`src/rtl/truth_table_sweep_ctrl.sv`:
```
// ============================================================================
// Module      : truth_table_sweep_ctrl
// Description : Sweeps every input vector of a combinational function unit,
//               captures the F1/F2 truth tables and checks them against masks.
// Revision    : 1.0 - initial release
// ============================================================================
`default_nettype none

module truth_table_sweep_ctrl #(
    parameter int N_VARS     = 3,
    parameter int SETTLE_CYC = 2
) (
    input  wire logic                  clk,
    input  wire logic                  rst_n,
    input  wire logic                  start,
    input  wire logic                  abort,
    input  wire logic [(1<<N_VARS)-1:0] exp_f1,
    input  wire logic [(1<<N_VARS)-1:0] exp_f2,
    input  wire logic                  f1_in,
    input  wire logic                  f2_in,
    output logic [N_VARS-1:0]          vec_out,
    output logic                       busy,
    output logic                       done,
    output logic [(1<<N_VARS)-1:0]     tt_f1,
    output logic [(1<<N_VARS)-1:0]     tt_f2,
    output logic                       pass,
    output logic [N_VARS:0]            err_cnt
);

    localparam int                TW         = 1 << N_VARS;
    localparam logic [N_VARS-1:0] c_VEC_LAST = N_VARS'(TW - 1);
    localparam logic [N_VARS-1:0] c_VEC_ONE  = N_VARS'(1);
    localparam logic [N_VARS:0]   c_ERR_ONE  = (N_VARS + 1)'(1);
    localparam logic [3:0]        c_CNT_LAST = 4'(SETTLE_CYC - 1);

    typedef enum logic [1:0] {
        S_IDLE   = 2'd0,
        S_SETTLE = 2'd1,
        S_SAMPLE = 2'd2,
        S_DONE   = 2'd3
    } state_t;

    state_t          r_state;
    logic [3:0]      r_cnt;
    logic [TW-1:0]   r_exp_f1;
    logic [TW-1:0]   r_exp_f2;

    logic [TW-1:0]   w_tt_f1_nxt;
    logic [TW-1:0]   w_tt_f2_nxt;
    logic            w_mismatch;

    // Tables including the vector being sampled now, so pass can be judged
    // on the same edge that writes the last entry.
    always_comb begin
        w_tt_f1_nxt          = tt_f1;
        w_tt_f2_nxt          = tt_f2;
        w_tt_f1_nxt[vec_out] = f1_in;
        w_tt_f2_nxt[vec_out] = f2_in;
        w_mismatch           = (f1_in != r_exp_f1[vec_out]) ||
                               (f2_in != r_exp_f2[vec_out]);
    end

    always_ff @(posedge clk or negedge rst_n) begin
        if (!rst_n) begin
            r_state  <= S_IDLE;
            r_cnt    <= '0;
            r_exp_f1 <= '0;
            r_exp_f2 <= '0;
            vec_out  <= '0;
            busy     <= 1'b0;
            done     <= 1'b0;
            tt_f1    <= '0;
            tt_f2    <= '0;
            pass     <= 1'b0;
            err_cnt  <= '0;
        end else begin
            case (r_state)
                S_IDLE: begin
                    done <= 1'b0;
                    if (start && !abort) begin
                        r_exp_f1 <= exp_f1;
                        r_exp_f2 <= exp_f2;
                        tt_f1    <= '0;
                        tt_f2    <= '0;
                        err_cnt  <= '0;
                        pass     <= 1'b0;
                        vec_out  <= '0;
                        r_cnt    <= '0;
                        busy     <= 1'b1;
                        r_state  <= S_SETTLE;
                    end
                end
                S_SETTLE, S_SAMPLE: begin
                    if (abort) begin
                        vec_out <= '0;
                        r_cnt   <= '0;
                        busy    <= 1'b0;
                        tt_f1   <= '0;
                        tt_f2   <= '0;
                        err_cnt <= '0;
                        pass    <= 1'b0;
                        r_state <= S_IDLE;
                    end else if (r_state == S_SETTLE) begin
                        if (r_cnt == c_CNT_LAST) begin
                            r_state <= S_SAMPLE;
                        end else begin
                            r_cnt <= r_cnt + 4'd1;
                        end
                    end else begin
                        tt_f1 <= w_tt_f1_nxt;
                        tt_f2 <= w_tt_f2_nxt;
                        if (w_mismatch) begin
                            err_cnt <= err_cnt + c_ERR_ONE;
                        end
                        if (vec_out == c_VEC_LAST) begin
                            vec_out <= '0;
                            busy    <= 1'b0;
                            done    <= 1'b1;
                            pass    <= (w_tt_f1_nxt == r_exp_f1) &&
                                       (w_tt_f2_nxt == r_exp_f2);
                            r_state <= S_DONE;
                        end else begin
                            vec_out <= vec_out + c_VEC_ONE;
                            r_cnt   <= '0;
                            r_state <= S_SETTLE;
                        end
                    end
                end
                S_DONE: begin
                    done    <= 1'b0;
                    r_state <= S_IDLE;
                end
                default: begin
                    r_state <= S_IDLE;
                end
            endcase
        end
    end

endmodule

`default_nettype wire
```
`config.mk`:
```
export PLATFORM = sky130hd
export DESIGN_NAME = truth_table_sweep_ctrl
export DESIGN_NICKNAME = d
export VERILOG_FILES = /design/src/rtl/truth_table_sweep_ctrl.sv
export SDC_FILE = /design/constraint.sdc
export NUM_CORES = 1
export LEC_CHECK = 0
export CAP_MARGIN = 0
export CORE_AREA = 5 5 89 91
export DETAILED_ROUTE_END_ITERATION = 8
export DIE_AREA = 0 0 94 96
export GPL_ROUTABILITY_DRIVEN = 0
export GPL_TIMING_DRIVEN = 0
export SLEW_MARGIN = 5
export SYNTH_ARGS = -nofsm -noshare
export SYNTH_HDL_FRONTEND = slang
export SYNTH_SLANG_ARGS = --single-unit
```
`constraint.sdc`:
```
create_clock -name clk -period 2.7 [get_ports clk]
set_input_delay 0.54 -clock clk [delete_from_list [all_inputs] [get_ports clk]]
set_output_delay 0.54 -clock clk [all_outputs]
set_load 0.005 [all_outputs]
```
Word level (Yosys, flattened, before mapping)
Index checks and enable logic that the tools add are counted.
{"block": "totals", "output_inout_bits": 26, "reg_bits": 48}
{"block": "op_classes", "n_mux": 50, "reduce_logical": 16, "add_sub_neg": 3, "eq_ne": 19, "n_lt_le_gt_ge": 2}
{"op": "$mux W8", "count": 5}
{"op": "$mux W4", "count": 8}
{"op": "$pmux W8 S2", "count": 2}
{"op": "$bwmux W8", "count": 2}
{"op": "$eq A8 B8 Y1", "count": 2}
{"op": "$pmux W4 S2", "count": 2}
{"op": "$mux W1", "count": 14}
{"op": "$mux W3", "count": 4}
{"op": "$ne A4 B4 Y1 const B", "count": 3}
{"op": "$reduce_and A4 Y1", "count": 3}
{"op": "$mux W2", "count": 5}
{"op": "$ne A3 B3 Y1 const B", "count": 3}
{"op": "$add A4 B1 Y4 const B", "count": 2}
{"op": "$ne A2 B2 Y1 const B", "count": 4}
{"op": "$bmux W1 S3", "count": 2}
{"op": "$pmux W1 S2", "count": 3}
{"op": "$pmux W2 S3", "count": 1}
{"op": "$pmux W3 S2", "count": 1}
{"op": "$reduce_and A3 Y1", "count": 2}
{"op": "$eq A2 B2 Y1 const B", "count": 2}
{"op": "$eq A4 B1 Y1 const B", "count": 1}
{"op": "$lt A3 B4 Y1 const B", "count": 1}
{"op": "$reduce_and A2 Y1", "count": 2}
{"op": "$reduce_or A2 Y1", "count": 2}
{"op": "other kinds (11)", "count": 14}

Depth between registers and ports, before layout
{"block": "logic_depth", "ltp_word": 11, "ltp_mapped": 9}

Worst setup path after synthesis
Ideal clock, no wire load.
{"block": "synth_timing", "kind": "reg2reg", "from": "register r_state[0]", "to": "register tt_f1[0]", "synth_period_minus_slack_ns": 1.939, "setup_time_ns": 0.129, "path_stages_with_launch": 10, "t_arrival_ns": 1.810, "required_ns": 2.571, "n_path_buf": 1, "slack_ns": 0.761, "cell_sequence": "dfrtp_1 inv_1 ha_1 nor2b_1 nand2_1 o211a_1 clkbuf_1 o21ai_0 nand2_1 o21ai_0"}
{"block": "synth_via", "elab_chain_len": 4, "elab_cells_between_ends": 9}
{"element": "start, declared", "line_no": "43", "text": "state_t r_state;"}
{"element": "start signal, assigned", "line_no": "65", "text": "r_state <= S_IDLE;"}
{"element": "start signal, assigned", "line_no": "90", "text": "r_state <= S_SETTLE;"}
{"element": "start signal, assigned", "line_no": "102", "text": "r_state <= S_IDLE;"}
{"element": "$eq A2 B1 Y1 or $eq A2 B2 Y1 (tied branches)", "line_no": "77, 103"}
{"element": "$reduce_or A2 Y1", "line_no": "77", "text": "case (r_state)"}
{"element": "$ne A3 B3 Y1 (no line) or $reduce_bool A2 Y1 (tied branches)"}
{"element": "$reduce_and A3 Y1 (no line)"}
{"element": "end signal, assigned", "line_no": "110", "text": "tt_f1 <= w_tt_f1_nxt;"}
{"element": "end, declared", "line_no": "24", "text": "output logic [(1<<N_VARS)-1:0] tt_f1,"}
Parallel ways exist; a longest one is shown, timed or not.
A chain may end at the register's enable or synchronous reset.

Worst setup path after layout
{"block": "layout_timing", "from": "register r_state[0]", "to": "register tt_f2[1]"}
{"block": "layout_via", "elab_chain_len": 4, "elab_cells_between_ends": 9}
{"element": "$eq A2 B1 Y1 or $eq A2 B2 Y1 (tied branches)", "line_no": "77, 103"}
{"element": "$reduce_or A2 Y1", "line_no": "77"}
{"element": "$ne A3 B3 Y1 (no line) or $reduce_bool A2 Y1 (tied branches)"}
{"element": "$reduce_and A3 Y1 (no line)"}
{"element": "end signal, assigned", "line_no": "111", "text": "tt_f2 <= w_tt_f2_nxt;"}
{"element": "end, declared", "line_no": "25", "text": "output logic [(1<<N_VARS)-1:0] tt_f2,"}
Parallel ways exist; a longest one is shown, timed or not.

==> reports/qor.yml <==
logic_synthesis:
  syn_avg_cell_area_um2: 10.1
  synth_largest_type_area_fraction_pct: 44.6
  synth_edf_count: 0
  synth_most_common_cell: "sky130_fd_sc_hd__nand2_1"
  synthCells: 267
  syn_nets: 298
  ys_warn_count: 0
  yosys_register_bits: 48
  synthesis.area_um2: 2700
  synth.top_cells.by_area: "sky130_fd_sc_hd__dfrtp_1 (45%), sky130_fd_sc_hd__nand2_1 (7.0%), sky130_fd_sc_hd__mux2_2 (6.7%), sky130_fd_sc_hd__o21ai_0 (6.1%), sky130_fd_sc_hd__mux2i_1 (5.6%)"
  synth_cell_types: 36
  top_post_synthesis_cells_by_count: "sky130_fd_sc_hd__nand2_1 (50), sky130_fd_sc_hd__dfrtp_1 (48), sky130_fd_sc_hd__o21ai_0 (33)"
  dominantRegCellSynth: "sky130_fd_sc_hd__dfrtp_1"
  synth_async_sr_flop_share_pct: 100
  synth.largest_area_cell: "sky130_fd_sc_hd__dfrtp_1"
  ys_seq_area_share_pct: 44.6
sta:
  period_minus_slack_ps: 2430
  finalHoldWorstSlack_ps: 171
  portion_of_the_clock_cycle_consumed_by_the_worst_path_in_the_final_layout_pct: 90.1
  tightestPinTransition_ps: 685
  report.final.hold_viol_count: 0
  slew_violations: 0
  timing.slew.headroom_pct: 54.3
  timing.final.setup_violations: 0
  fin_ws_ps: 266
  fmaxAchievable_mhz: 411
  rsz0062_at_grt: "false"
  skew_ps: 9.85
  finalSetupTns_ps: 0
outcome:
  run_status: "completed"
critical_path:
  timing.critical_path.from_type: "register"
  worst_setup_path_class: "reg2reg"
  nature_of_the_critical_path_endpoint: "register"
  timing.rr.start: "r_state[0]"
  worstPathMaxFanout: 10
  cp_data_required_time_ps: 2870
  critical_path_origin: "r_state[0]"
  arrival_ps: 2610
power:
  clockPowerShare_pct: 18.3
  net_switching_share_of_the_total_power_pct: 39.5
  internal_power_w: 0.00190
  p_leak_nw: 1.47
  vdd_ir_drop_max_mv: 0.375
  power.share.sequential_pct: 36.1
  pwr_density_cell_nw_per_um2: 919
  share_comb_of_total_power_pct: 45.5
  net_switching_power_of_the_design_w: 0.00124
drt:
  detail_route.first_pass.iterations: 5
  antenna_violating_nets_post_route: 0
  totalWireLength_um: 6760
  post-route-drc-count: 0
  avgRoutedWirePerCell_um: 16.1
  avgViaCountPerCell: 5.11
  first_iter_violations: 72
  vias: 2150
cells_and_area:
  post-route-util_pct: 48.5
  synthToLayoutAreaGrowth_pct: 26.9
  share_of_layout_cells_above_drive_strength_1_pct: 10.6
  num-fill-cells: 707
  diodes_inserted: 0
  finish.net_count: 352
  instances_no_fill: 421
global_routing:
  overflow: 0
  grt_antenna_before_repair: 0
  groute.usage.overall_pct: 16.2
  grt_first_pass_wirelength_um: 11200
  grt_pass1_vias: 2199
  largest_net_degree_at_the_start_of_global_routing: 31
floorplanning:
  placement_rows: 31
  die_height_um: 96
  io-pin-count: 48
  core_area_um2: 7060
  floorplan.die_area_um2: 9020
  start_util_pct: 38.2
  die_w_um: 94
place:
  portBuffers: 46
  post-place-ws_ps: 70.8
  place.detailed.hpwl_um: 5020
  place_inst: 413
cts:
  htree_levels: 2
  cts_root_buffer: "sky130_fd_sc_hd__clkbuf_8"
  clkTransAtPathRegs_ps: 90
  postCtsSetupRepairBufs: 0
  cts_buffer_depth: 2
  clock-sinks: 48
  cts_resized: 0
  tritoncts.num_buffers: 5
  cts_hold_buffers: 0
  clkLatencyLatePin_ps: 310
  tritoncts: "built"
run:
  number_of_maximum_capacitance_violations: 0
worst_hold_path:
  hold_class: "in2async"
==> state kept, by name, summed over array words and instances (netlist names), 2 cells and up <==
| signal | count |
|---|---|
| err_cnt | 4 |
| r_cnt | 4 |
| r_exp_f1 | 8 |
| r_exp_f2 | 8 |
| r_state | 2 |
| tt_f1 | 8 |
| tt_f2 | 8 |
| vec_out | 3 |
==> per-stage QoR <==
stage	instance area (um2)	total power, W
floorplan	2700	0.00211
global placement	3280	0.00256
detailed placement	3290	0.00259
CTS	3420	0.00318
global route	3420	0.00338
finish	3420	0.00314
==> metal layers <==
layer / up-vias / wire length [um] / track usage [%]
li1: 1043 / - / -
met1: 1050 / 3060 / 20.9
met2: 48 / 3270 / 27.1
met3: 9 / 320 / 3.13
met4: 0 / 119 / 5.90
met5: - / 0 / 0
==> cells in the final DEF (no fill, tap or decap), types with 5 or more instances in the layout <==
master | synthesis | layout
sky130_fd_sc_hd__clkbuf_8 | 0 | 7
sky130_fd_sc_hd__o21ai_0 | 33 | 33
sky130_fd_sc_hd__ha_1 | 9 | 9
sky130_fd_sc_hd__nand3b_1 | 5 | 5
sky130_fd_sc_hd__xnor2_1 | 10 | 10
sky130_fd_sc_hd__buf_2 | 5 | 6
sky130_fd_sc_hd__dfrtp_1 | 48 | 48
sky130_fd_sc_hd__nand2_1 | 50 | 50
sky130_fd_sc_hd__nand3_1 | 5 | 5
sky130_fd_sc_hd__inv_1 | 5 | 5
sky130_fd_sc_hd__mux2i_1 | 15 | 15
sky130_fd_sc_hd__mux2_2 | 16 | 16
sky130_fd_sc_hd__clkdlybuf4s50_1 | 0 | 45
sky130_fd_sc_hd__clkbuf_1 | 6 | 6
sky130_fd_sc_hd__nor2_1 | 9 | 9
sky130_fd_sc_hd__xor2_1 | 12 | 12
==> worst max-delay path, stage by stage (launching register included) <==
cell	delay (ps)
sky130_fd_sc_hd__dfrtp_1	390
sky130_fd_sc_hd__inv_1	80
sky130_fd_sc_hd__ha_1	400
sky130_fd_sc_hd__nor2b_1	210
sky130_fd_sc_hd__nand2_1	120
sky130_fd_sc_hd__o211a_1	230
sky130_fd_sc_hd__clkbuf_1	430
sky130_fd_sc_hd__o21ai_0	250
sky130_fd_sc_hd__nand2_1	120
sky130_fd_sc_hd__o21ai_0	80
==> area by class of cell <==
cell class	instances	area, um2	share of cell area (%)
clock buffers	7	96.3	2.82
plain buffers	11	47.5	1.39
clock inverters	1	30.0	0.878
repair buffers	47	475	13.9
inverters	5	18.8	0.549
flip-flops and latches	48	1200	35.1
well taps	99	124	3.62
multi-input cells	203	1430	41.7
==> path summary, 6_finish.rpt <==
check,end,slack (ps),depth (start not counted)
max in group asynchronous,tt_f2[2],2020,2
min in group clk,err_cnt[3],490,1
max,tt_f2[1],270,9
min reg2reg,err_cnt[3],490,1
max reg2reg,tt_f2[1],270,9
min,r_state[0],170,1
==> power groups by stage <==
stage,logic [W],registers (W),clock network [W]
4_1_cts,0.00145,0.00114,0.000592
3_3_place_gp,0.00141,0.00115,0
2_1_floorplan,0.00103,0.00107,0
6_report,0.00143,0.00113,0.000577
5_1_grt,0.00160,0.00117,0.000619
3_5_place_dp,0.00144,0.00115,0
==> cells by family after synthesis <==
logic type / synth area share [%]
XOR/XNOR: 7.15
adder cells (fa/ha/maj): 4.18
AO/OA/AOI/OAI: 10.7
AND/OR/NAND/NOR: 15.0
buffers and inverters: 2.46
flip-flops: 44.6
multiplexers: 15.9
Note: power is estimated with default switching activity, not from simulation.
==> edit 1, RTL diff (same flow settings) <==
The parameter `N_VARS` goes from 3 to 2.
--- a/src/rtl/truth_table_sweep_ctrl.sv
+++ b/src/rtl/truth_table_sweep_ctrl.sv
@@ -9,3 +9,3 @@
 module truth_table_sweep_ctrl #(
-    parameter int N_VARS     = 3,
+    parameter int N_VARS     = 2,
     parameter int SETTLE_CYC = 2
Ports: changed (6 resized); port bits go from 48 to 30. No check against the original RTL was run, so the function may have changed too.
==> edit 1 against the original RTL <==
Sequential power decreased by 35%; first-iteration DRC count increased by 22%; core utilization decreased by 17 points; synthesized area decreased by 35%; power decreased by 29%; cell area decreased by 34%; via count decreased by 42%; sequential cell count decreased by 18; wire length decreased by 45%; setup slack improved by 0.30 ns; clock skew decreased by 0.0029 ns; worst hold slack improved by 0.12 ns; fmax increased by 14%; critical path type unchanged.
==> edit 1: results (changes against the original RTL) <==
- Post-DP HPWL: 2860 µm (-43%)
- Status: finished, final reports clean
- GR Util met3: 2.97% (-0.16 points)
- Most frequent cells after synthesis: dfrtp_1, ha_1, a22o_1, mux2_2, mux2i_1
- Initial DRC Count: 88 (+22%)
- First-pass GRT wire length: 6090 µm (-46%)
- Critical-path top delay cell: dfrtp_1
- Post-Synthesis Cells: 151 (-43%)
- Post-synthesis cell type count: 37 (+2.8%)
- Synth Area in Compound Gates: 13.7% (+3.0 points)
- Final worst setup slack: 0.568 ns (+0.302 ns)
- Placed insts: 279 (-32%)
- Via-to-Cell Ratio: 4.39 (-14%)
- Post-Route WL: 3740 µm (-45%)
- Post-Syn Nets: 176 (-41%)
- Wl on met1: 1770 µm (-42%)
- Area of the multi-input gates: 956 µm² (-33%)
- Largest cells by area after synthesis: dfrtp_1, ha_1, mux2_2
- Total track usage: 8.66% (-7.5 points)
- Sequential share of cell area: 33.4% (-1.7 points)
- Worst path top cell family by delay: flip-flops
- Pre-CTS WS: 0.385 ns (+0.314 ns)
- Static leakage: 0.961 nW (-35%)
- Inverter count: 6 (+1)
- CTS clk-pin slew, worst paths: 0.06 ns (-0.03 ns)
- Mux cell area share after synthesis: 14.1% (-1.8 points)
- Layout area overhead: 28.0%
- Fin Clk Skew: 0.00691 ns (-0.00294 ns)
- Met3 WL: 230 µm (-28%)
- Non-Clock Buffer Count: 32 (-45%)
- Hold_ws: 0.289 ns (+0.117 ns)
- Final net count: 212 (-40%)
- Synth Area in Adders: 7.84% (+3.7 points)
- Share of layout cells above drive strength 1: 15.6% (+5.0 points)
- Skew-Pair Late Insertion Delay: 0.28 ns (-0.03 ns)
- DR WL/cell: 13.1 µm (-18%)
- Drt pass-1 iters: 4 (-1)
- Synth Area in XOR/XNOR: 6.84% (-0.31 points)
- Seq cells post-synth: 30 (-38%)
- Count of input and output buffers: 29 (-37%)
- Final-layout fill cell count: 741 (+4.8%)
- Routing usage on met2: 13.4% (-14 points)
edit 1: changes by cell type after synthesis, sizes merged, moves of 5 or more:
cell	delta
clkbuf	-5
xor2	-9
mux2i	-6
o21ai	-21
a22o	+10
dfrtp	-18
nand2	-42
mux2	-6
edit 1: report_power, final:
| part | leakage (nW) | switching, mW | internal [mW] | total (mW) |
|---|---|---|---|---|
| Combinational | 0.523 | 0.550 | 0.592 | 1.14 |
| Clock | 0.0431 | 0.159 | 0.196 | 0.356 |
| Sequential | 0.395 | 0.140 | 0.592 | 0.732 |
| Total | 0.961 | 0.850 | 1.38 | 2.23 |
edit 1: worst paths after layout:
check / start / to / cells after the start
worst max register to register: r_state[0] / err_cnt[0] / 8
max in group asynchronous: rst_n / err_cnt[0] / 1
min in group clk: busy / busy / 2
worst max-delay path: r_state[0] / err_cnt[0] / 8
worst min-delay path: rst_n / vec_out[0] / 1
worst min register to register: busy / busy / 2
==> edit 2, RTL diff (same settings) <==
Made on the original files. Register the output `err_cnt` once more, without a reset; this adds one clock of latency there. The other outputs are not delayed to match.
--- a/src/rtl/truth_table_sweep_ctrl.sv
+++ b/src/rtl/truth_table_sweep_ctrl.sv
@@ -42,2 +42,4 @@
 
+    logic [N_VARS:0] err_cnt_s0;
+
     state_t          r_state;
@@ -74,3 +76,3 @@
             pass     <= 1'b0;
-            err_cnt  <= '0;
+            err_cnt_s0 <= '0;
         end else begin
@@ -84,3 +86,3 @@
                         tt_f2    <= '0;
-                        err_cnt  <= '0;
+                        err_cnt_s0 <= '0;
                         pass     <= 1'b0;
@@ -99,3 +101,3 @@
                         tt_f2   <= '0;
-                        err_cnt <= '0;
+                        err_cnt_s0 <= '0;
                         pass    <= 1'b0;
@@ -112,3 +114,3 @@
                         if (w_mismatch) begin
-                            err_cnt <= err_cnt + c_ERR_ONE;
+                            err_cnt_s0 <= err_cnt_s0 + c_ERR_ONE;
                         end
@@ -139,2 +141,6 @@
 
+    always_ff @(posedge clk) begin
+        err_cnt <= err_cnt_s0;
+    end
+
 endmodule
Behaviour: not the same (a bounded check fails within 10 cycles, from zero or initial values and one cycle with rst_n low).
==> edit 2 against the original RTL <==
Synthesized area grew 14%; setup slack improved by 0.015 ns; first-iteration DRC count rose by 140%; sequential power up 11%; cell area is 10% higher; wire length is 19% higher; power is 14% higher; sequential cell count increased by 4; synthesized cell count rose by 16%; fmax grew 0.64%; critical endpoint is now pass.
==> edit 2: results (changes against the original RTL) <==
- First-pass GRT wire length: 13500 µm (+21%)
- Critical-path top delay cell: nor3b_1
- Post-Syn Nets: 340 (+14%)
- Inverter count: 7 (+2)
- DR WL met2: 3800 µm (+16%)
- Pre-CTS WS: 0.0178 ns (-0.0530 ns)
- Data arrival time of the worst path: 2.65 ns (+0.04 ns)
- Static leakage: 1.55 nW (+5.2%)
- DR WL/cell: 17.4 µm (+8.2%)
- Reg2Reg Depth: 7 (-2)
- Crit-path max cell delay: 0.57 ns (+0.14 ns)
- Most frequent cells after synthesis: dfrtp_1, nand2_1, o21ai_0
- Vias in the first global route: 2581 (+17%)
- Worst VDD drop: 0.435 mV (+16%)
- Signal buf overhead: 14.6% (-0.65 points)
- Flop-to-flop setup slack: 0.28 ns (+0.02 ns)
- Post-DP HPWL: 6090 µm (+21%)
- Routing usage on met2: 32.1% (+5.0 points)
- Post-Route WL: 8050 µm (+19%)
- Synth Area in XOR/XNOR: 5.66% (-1.5 points)
- Status: finished, final reports clean
- Largest cells by area after synthesis: dfrtp_1, mux2_2, o21ai_0
- Drt pass-1 iters: 4 (-1)
- Post-synthesis cell type count: 58 (+61%)
- Sequential cell area: 1280 µm² (+6.7%)
- Final design instance area without fill: 3780 µm² (+10%)
- Clock Buffer Count: 6 (-1)
- GR Util met3: 3.83% (+0.70 points)
- Wl on met1: 3710 µm (+21%)
- Via-to-Cell Ratio: 5.51 (+7.8%)
- Min Clock Period, post-route: 2.42 ns (-0.0154 ns)
- Synth Area in Adders: 3.66% (-0.52 points)
- Total track usage: 19.2% (+3.1 points)
- Fin Clk Skew: 0.00640 ns (-0.00345 ns)
- Seq cells: 52 (+8.3%)
- Met3 WL: 437 µm (+37%)
- Critical R2R Capture: pass
- Placed insts: 455 (+10%)
- Synth Area in Compound Gates: 15.4% (+4.7 points)
- DP Area: 3670 µm² (+12%)
- ClkCell Share: 2.58% (-1.1 points)
- Count leader, synth: dfrtp_1
- Largest net degree at the start of global routing: 30 (-3.2%)
- Share of layout cells above drive strength 1: 11.8% (+1.3 points)
==> edit 2: cell count changes after synthesis, sizes merged, moves of 6 or more <==
cell,before,now
nand2b,3,9
o21ai,35,28
nor3b,2,10
nor3,2,8
nand2,50,33
==> edit 2: worst min-delay path by stage <==
stage,startpoint,endpoint,slack (ns)
2_1_floorplan,rst_n,busy,0.24
3_3_place_gp,err_cnt_s0[3],err_cnt[3],0.41
3_5_place_dp,err_cnt_s0[3],err_cnt[3],0.42
4_1_cts,rst_n,err_cnt_s0[2],0.20
5_1_grt,rst_n,r_cnt[2],0.21
6_report,rst_n,err_cnt_s0[2],0.17
==> edit 2: report_power, final <==
group | switching, mW | internal [mW]
clock network | 0.267 | 0.208
logic | 1.02 | 0.823
registers | 0.266 | 0.988
==> edit 2: worst max-delay path: cells and delay by family, from the launching register on <==
family | cells | cell delay (ns)
AOI/OAI and AO/OA | 2 | 0.44
buffers and inverters | 2 | 0.41
DFF | 1 | 0.41
and+or+nand+nor | 3 | 1.07
